**config.mk**
```make
export PLATFORM = sky130hd
export DESIGN_NAME = sum_capture_buf
export DESIGN_NICKNAME = d
export VERILOG_FILES = /design/src/rtl/sum_capture_buf.sv
export SDC_FILE = /design/constraint.sdc
export NUM_CORES = 1
export LEC_CHECK = 0
export BUFFER_PORTS_ARGS = -buffer_cell sky130_fd_sc_hd__buf_2
export CAP_MARGIN = 25
export CORE_MARGIN = 2
export CORE_UTILIZATION = 35
export DETAILED_ROUTE_END_ITERATION = 10
export PLACE_DENSITY = 0.54
export SLEW_MARGIN = 20
export SYNTH_ARGS = -nofsm -noshare
export SYNTH_HDL_FRONTEND = slang
export SYNTH_SLANG_ARGS = --single-unit
export TNS_END_PERCENT = 100
```
**constraint.sdc**
```tcl
create_clock -name clk -period 9.32 [get_ports clk]
set_input_delay 0.932 -clock clk [delete_from_list [all_inputs] [get_ports clk]]
set_output_delay 0.932 -clock clk [all_outputs]
set_load 0.005 [all_outputs]
```
**src/rtl/sum_capture_buf.sv**
```systemverilog
// sum_capture_buf
//   Collects a fixed-length run of adder 'sum' results into a small FIFO and
//   streams them out on a valid/ready port. A start/done sequencer frames each
//   capture run.
//
//   Optional feature macro: CAPTURE_CSUM_EN
//     defined     -> adds output 'csum' (modulo-2^16 sum of accepted in_data)
//     not defined -> no csum port, no checksum logic
//
// Ports
//   clk       in   rising-edge clock
//   rst       in   asynchronous reset, active high
//   start     in   1-cycle pulse, starts a run from IDLE or DONE
//   in_valid  in   in_data valid
//   in_data   in   DW-bit result from the adder stage
//   in_ready  out  block accepts in_data this cycle
//   out_valid out  FIFO not empty
//   out_data  out  FIFO head (first-word-fall-through)
//   out_ready in   consumer pops out_data this cycle
//   count     out  results accepted in the current run
//   overflow  out  sticky, in_valid seen while full during CAPTURE
//   done      out  run complete and FIFO drained
//   csum      out  (CAPTURE_CSUM_EN only) running checksum of accepted data
//
// state   | meaning
// --------+-----------------------------------------------
// IDLE    | after reset, waiting for start
// CAPTURE | accepting results until NUM_SAMPLES are stored
// DRAIN   | all samples accepted, waiting for FIFO to empty
// DONE    | run complete, FIFO empty, waiting for start

module sum_capture_buf #(
  parameter int DW          = 5,
  parameter int DEPTH       = 8,
  parameter int NUM_SAMPLES = 6,
  parameter int CW          = 16
) (
  input  logic          clk,
  input  logic          rst,
  input  logic          start,
  input  logic          in_valid,
  input  logic [DW-1:0] in_data,
  output logic          in_ready,
  output logic          out_valid,
  output logic [DW-1:0] out_data,
  input  logic          out_ready,
  output logic [CW-1:0] count,
  output logic          overflow,
  output logic          done
`ifdef CAPTURE_CSUM_EN
  ,
  output logic [15:0]   csum
`endif
);

  localparam int AW = $clog2(DEPTH);
  localparam int PW = AW + 1;

  typedef enum logic [1:0] {
    S_IDLE,
    S_CAPTURE,
    S_DRAIN,
    S_DONE
  } state_t;

  state_t        state, state_nxt;
  logic [DW-1:0] mem [DEPTH];
  logic [PW-1:0] wr_ptr, rd_ptr, occ, occ_nxt;
  logic          full, empty, wr_en, rd_en, start_ok, last_wr;

  // Extra pointer MSB distinguishes full from empty when low bits match.
  assign empty     = (wr_ptr == rd_ptr);
  assign full      = (wr_ptr[AW] != rd_ptr[AW]) && (wr_ptr[AW-1:0] == rd_ptr[AW-1:0]);
  assign in_ready  = (state == S_CAPTURE) && !full;
  assign out_valid = !empty;
  assign out_data  = mem[rd_ptr[AW-1:0]];
  assign done      = (state == S_DONE);

  assign wr_en    = in_valid && in_ready;
  assign rd_en    = out_valid && out_ready;
  assign start_ok = start && ((state == S_IDLE) || (state == S_DONE));
  assign last_wr  = wr_en && (count == CW'(NUM_SAMPLES - 1));
  assign occ      = wr_ptr - rd_ptr;
  assign occ_nxt  = occ + PW'(wr_en) - PW'(rd_en);

  always_ff @(posedge clk or posedge rst) begin
    if (rst) state <= S_IDLE;
    else     state <= state_nxt;
  end

  always_comb begin
    state_nxt = state;
    case (state)
      S_IDLE:    if (start) state_nxt = S_CAPTURE;
      // The final write always leaves at least one entry, so the DONE branch
      // only matters if that ever changes; it keeps the exit rule uniform.
      S_CAPTURE: if (last_wr) state_nxt = (occ_nxt == '0) ? S_DONE : S_DRAIN;
      S_DRAIN:   if (occ_nxt == '0) state_nxt = S_DONE;
      S_DONE:    if (start) state_nxt = S_CAPTURE;
      default:   state_nxt = S_IDLE;
    endcase
  end

  // Storage is reset so out_data reads zero straight out of reset.
  always_ff @(posedge clk or posedge rst) begin
    if (rst) begin
      wr_ptr   <= '0;
      rd_ptr   <= '0;
      count    <= '0;
      overflow <= 1'b0;
      for (int i = 0; i < DEPTH; i++) mem[i] <= '0;
    end else begin
      if (wr_en) begin
        mem[wr_ptr[AW-1:0]] <= in_data;
        wr_ptr              <= wr_ptr + PW'(1);
      end
      if (rd_en) rd_ptr <= rd_ptr + PW'(1);
      if (start_ok) begin
        count    <= '0;
        overflow <= 1'b0;
      end else begin
        if (wr_en) count <= count + CW'(1);
        if ((state == S_CAPTURE) && in_valid && !in_ready) overflow <= 1'b1;
      end
    end
  end

`ifdef CAPTURE_CSUM_EN
  always_ff @(posedge clk or posedge rst) begin
    if (rst)           csum <= '0;
    else if (start_ok) csum <= '0;
    else if (wr_en)    csum <= csum + 16'(in_data);
  end
`endif

endmodule

```
==> flow_summary_export.csv <==
group,metric,value,unit
synthesis,yosysWarnings,0,
synthesis,yosysTopAreaCell,"dfrtp_1",
route,wl,7000,µm
synthesis,synth_top_family_by_area,"multiplexers",
placed_design,dpl_cell_area,3760,µm²
power_and_ir_drop,peakVddDrop,132,µV
sta,fin_crit_sh,0.484,
floorplan,core.rowCount,36,
placed_design,dpl.cell_count,427,
floorplan,dieArea,10700,µm²
sta,setup_violations,0,
sta,report.final.slew_viol_count,0,
route,drc,0,
clock_tree,clk_pin_slew,80,ps
power_and_ir_drop,powerDensity,334,nW/µm²
route,met3WireLength,280,µm
finish,final_area,4030,µm²
synthesis,avgSynthCellArea,12.7,µm²
sta,clock_skew,13.3,ps
grt,grt_max_degree,68,
synthesis,synth_seq_cells,67,
clock_tree,hold_buffers,0,
synthesis,yosys.area_share.adder,0.0570,
critical_path,arrival,4740,ps
finish,nFillCells,919,
finish,layout.nets,329,
clock_tree,clock_latency,350,ps
synthesis,synth-simple-area-share,0.119,
synthesis,synth_edf_count,0,
sta,tightest_slew,861,ps
finish,stdcell_count,443,
sta,setup_tns,0,ps
clock_tree,post_cts_buffers,0,
sta,max_slew_margin,0.426,
finish,syn_to_final_growth,16.1,%
power_and_ir_drop,p_leak,1.88,nW
clock_tree,cts_htree_levels,3,
run,maxCapViolations,0,
critical_path,cp-start-kind,"flip-flop",
synthesis,syn_inst,274,
route,ant_nets,0,
floorplan,die_w,104,µm
route,wirelength_met1,3410,µm
synthesis,synthMuxAreaShare,0.223,
route,via_per_inst,4.93,
synthesis,synthXorXnorAreaFrac,0.0696,
critical_path,critical_path.reg2reg.endpoint,"state[1]",
grt,antenna_found_initial,0,
placed_design,io_buffers,34,
clock_tree,cts_tree,"built",
synthesis,synth_cell_types,41,
synthesis,syn-num-nets,298,
critical_path,worstSetupStartpoint,"rd_ptr[0]",
grt,grtUsageTotal,0.139,
critical_path,timing.rr.start,"rd_ptr[0]",
route,met2_length,3200,µm
floorplan,io_pins,35,
route,wl_per_cell,15.8,µm
sta,finalCriticalPeriod,4510,ps
route,firstDrtPassIters,4,
sta,holdWs,490,ps
floorplan,die_h,104,µm
synthesis,synthFlopType,"dfrtp_1",
grt,grt_pass1_wl,11600,µm
critical_path,end_kind,"flip-flop",
floorplan,initial_utilization,0.358,
synthesis,async_reset_ff_frac,1.00,
synthesis,synth-compound-area-share,0.0177,
synthesis,ys_seq_area_frac,0.483,
outcome,status,"completed",
synthesis,netlist_top_cells_count,"dfrtp_1, mux2_2, nor2_1",
finish,drive_above_1_share,0.358,
clock_tree,cts_resized,0,
clock_tree,cts_made_buffers,9,
critical_path,worstPathMaxFanout,15,
synthesis,netlist_area,3470,µm²
clock_tree,root_buffer,"clkbuf_8",
critical_path,reg2reg_depth,12,
synthesis,synth.most_common_cell,"dfrtp_1",
critical_path,r2r_slack,4810,ps
synthesis,ys_top_cells_by_area,"dfrtp_1, mux2_2, mux4_2, ha_1, xor2_1",
route,top_layer,"met4",
critical_path,path_class,"reg2reg",
finish,n_antenna_cell,0,
route,route.vias.total,2185,
placed_design,hpwl,4620,µm
clock_tree,clockBufferDepth,2,
sta,fmax,222,MHz
grt,overflow,0,
grt,grt_pass1_vias,2185,
synthesis,yosysTopAreaCellShare,0.483,
floorplan,core,9680,µm²
placed_design,gp_congestion,0.777,
clock_tree,cts.sinks,67,
critical_path,endpoint,"state[1]",
route,drt_iter0_markers,126,
hold_path,min_path_type,"reg2reg",
sta,finalHoldViolations,0,
sta,rsz0062_at_grt,"no",
critical_path,cp.required,9550,ps
## per-stage QoR
stage | power [mW] | utilization | setup slack (ps)
6_report | 1.34 | 0.416 | 4810
5_1_grt | 1.44 | 0.416 | 4490
4_1_cts | 1.36 | 0.416 | 4780
3_5_place_dp | 1.03 | 0.388 | 4810
3_3_place_gp | 1.01 | 0.387 | 4930
2_1_floorplan | 0.896 | - | 5240
## layer usage
layer  global-route usage  up-vias
met5                    0        -
met4               0.0434        0
met3               0.0384       14
met2                0.210       49
met1                0.196     1083
li1                     -     1039
## report_power, final
group	leakage [nW]	switching [mW]	internal, mW
clock	0.131	0.117	0.206
combinational	0.886	0.213	0.300
sequential	0.861	0.109	0.399
## sequential cells by signal, indices dropped and copies added, names as in the netlist
signal    count
count        16
mem          40
overflow      1
rd_ptr        4
state         2
wr_ptr        4
## worst min path at each step
stage,startpoint,to,slack [ps],depth (start not counted)
6_report,mem[5],mem[5],490,1
3_5_place_dp,mem[5],mem[5],480,1
4_1_cts,mem[5],mem[5],490,1
5_1_grt,rd_ptr[3],rd_ptr[3],500,1
3_3_place_gp,mem[5],mem[5],470,1
2_1_floorplan,mem[5],mem[5],460,1
## cell usage in the layout (no fill, tap or decap), types with 5 or more instances in the layout
cell type	Yosys	routed
nand4_1	13	13
buf_2	3	34
mux4_2	10	10
mux2_2	40	40
xor2_1	15	15
clkbuf_8	0	9
nand2_1	10	10
xnor2_1	10	10
nor2_1	22	22
inv_1	11	10
and3_1	6	6
mux2_4	5	5
dfrtp_1	67	67
ha_1	11	11
## worst max-delay path: stages, from the launching register on
cell and delay [ps]:
dfrtp_1 910, xnor2_1 250, or4bb_1 570, nand2_1 200
fa_1 220, fa_1 420, ha_1 220, fa_1 370
xnor3_1 380, xnor2_1 150, o41ai_1 420, and3_1 220
o22ai_1 70
## area by class of cell
type | count | area, µm² | area share
sequential | 67 | 1680 | 0.417
clock buffer | 10 | 128 | 0.0317
inverter | 11 | 41.3 | 0.0103
tap | 133 | 166 | 0.0413
multi-input combinational | 180 | 1690 | 0.419
timing repair buffer | 36 | 189 | 0.0469
clock inverter | 6 | 138 | 0.0342
## kinds of logic after synthesis
family                     after synthesis
adders and majority gates               14
xor gates and xnor gates                26
AOI/OAI and AO/OA                        8
and+or+nand+nor                         75
buffers and inverters                   27
muxes                                   57
DFF                                     67
(Power assumes the default switching activity.)
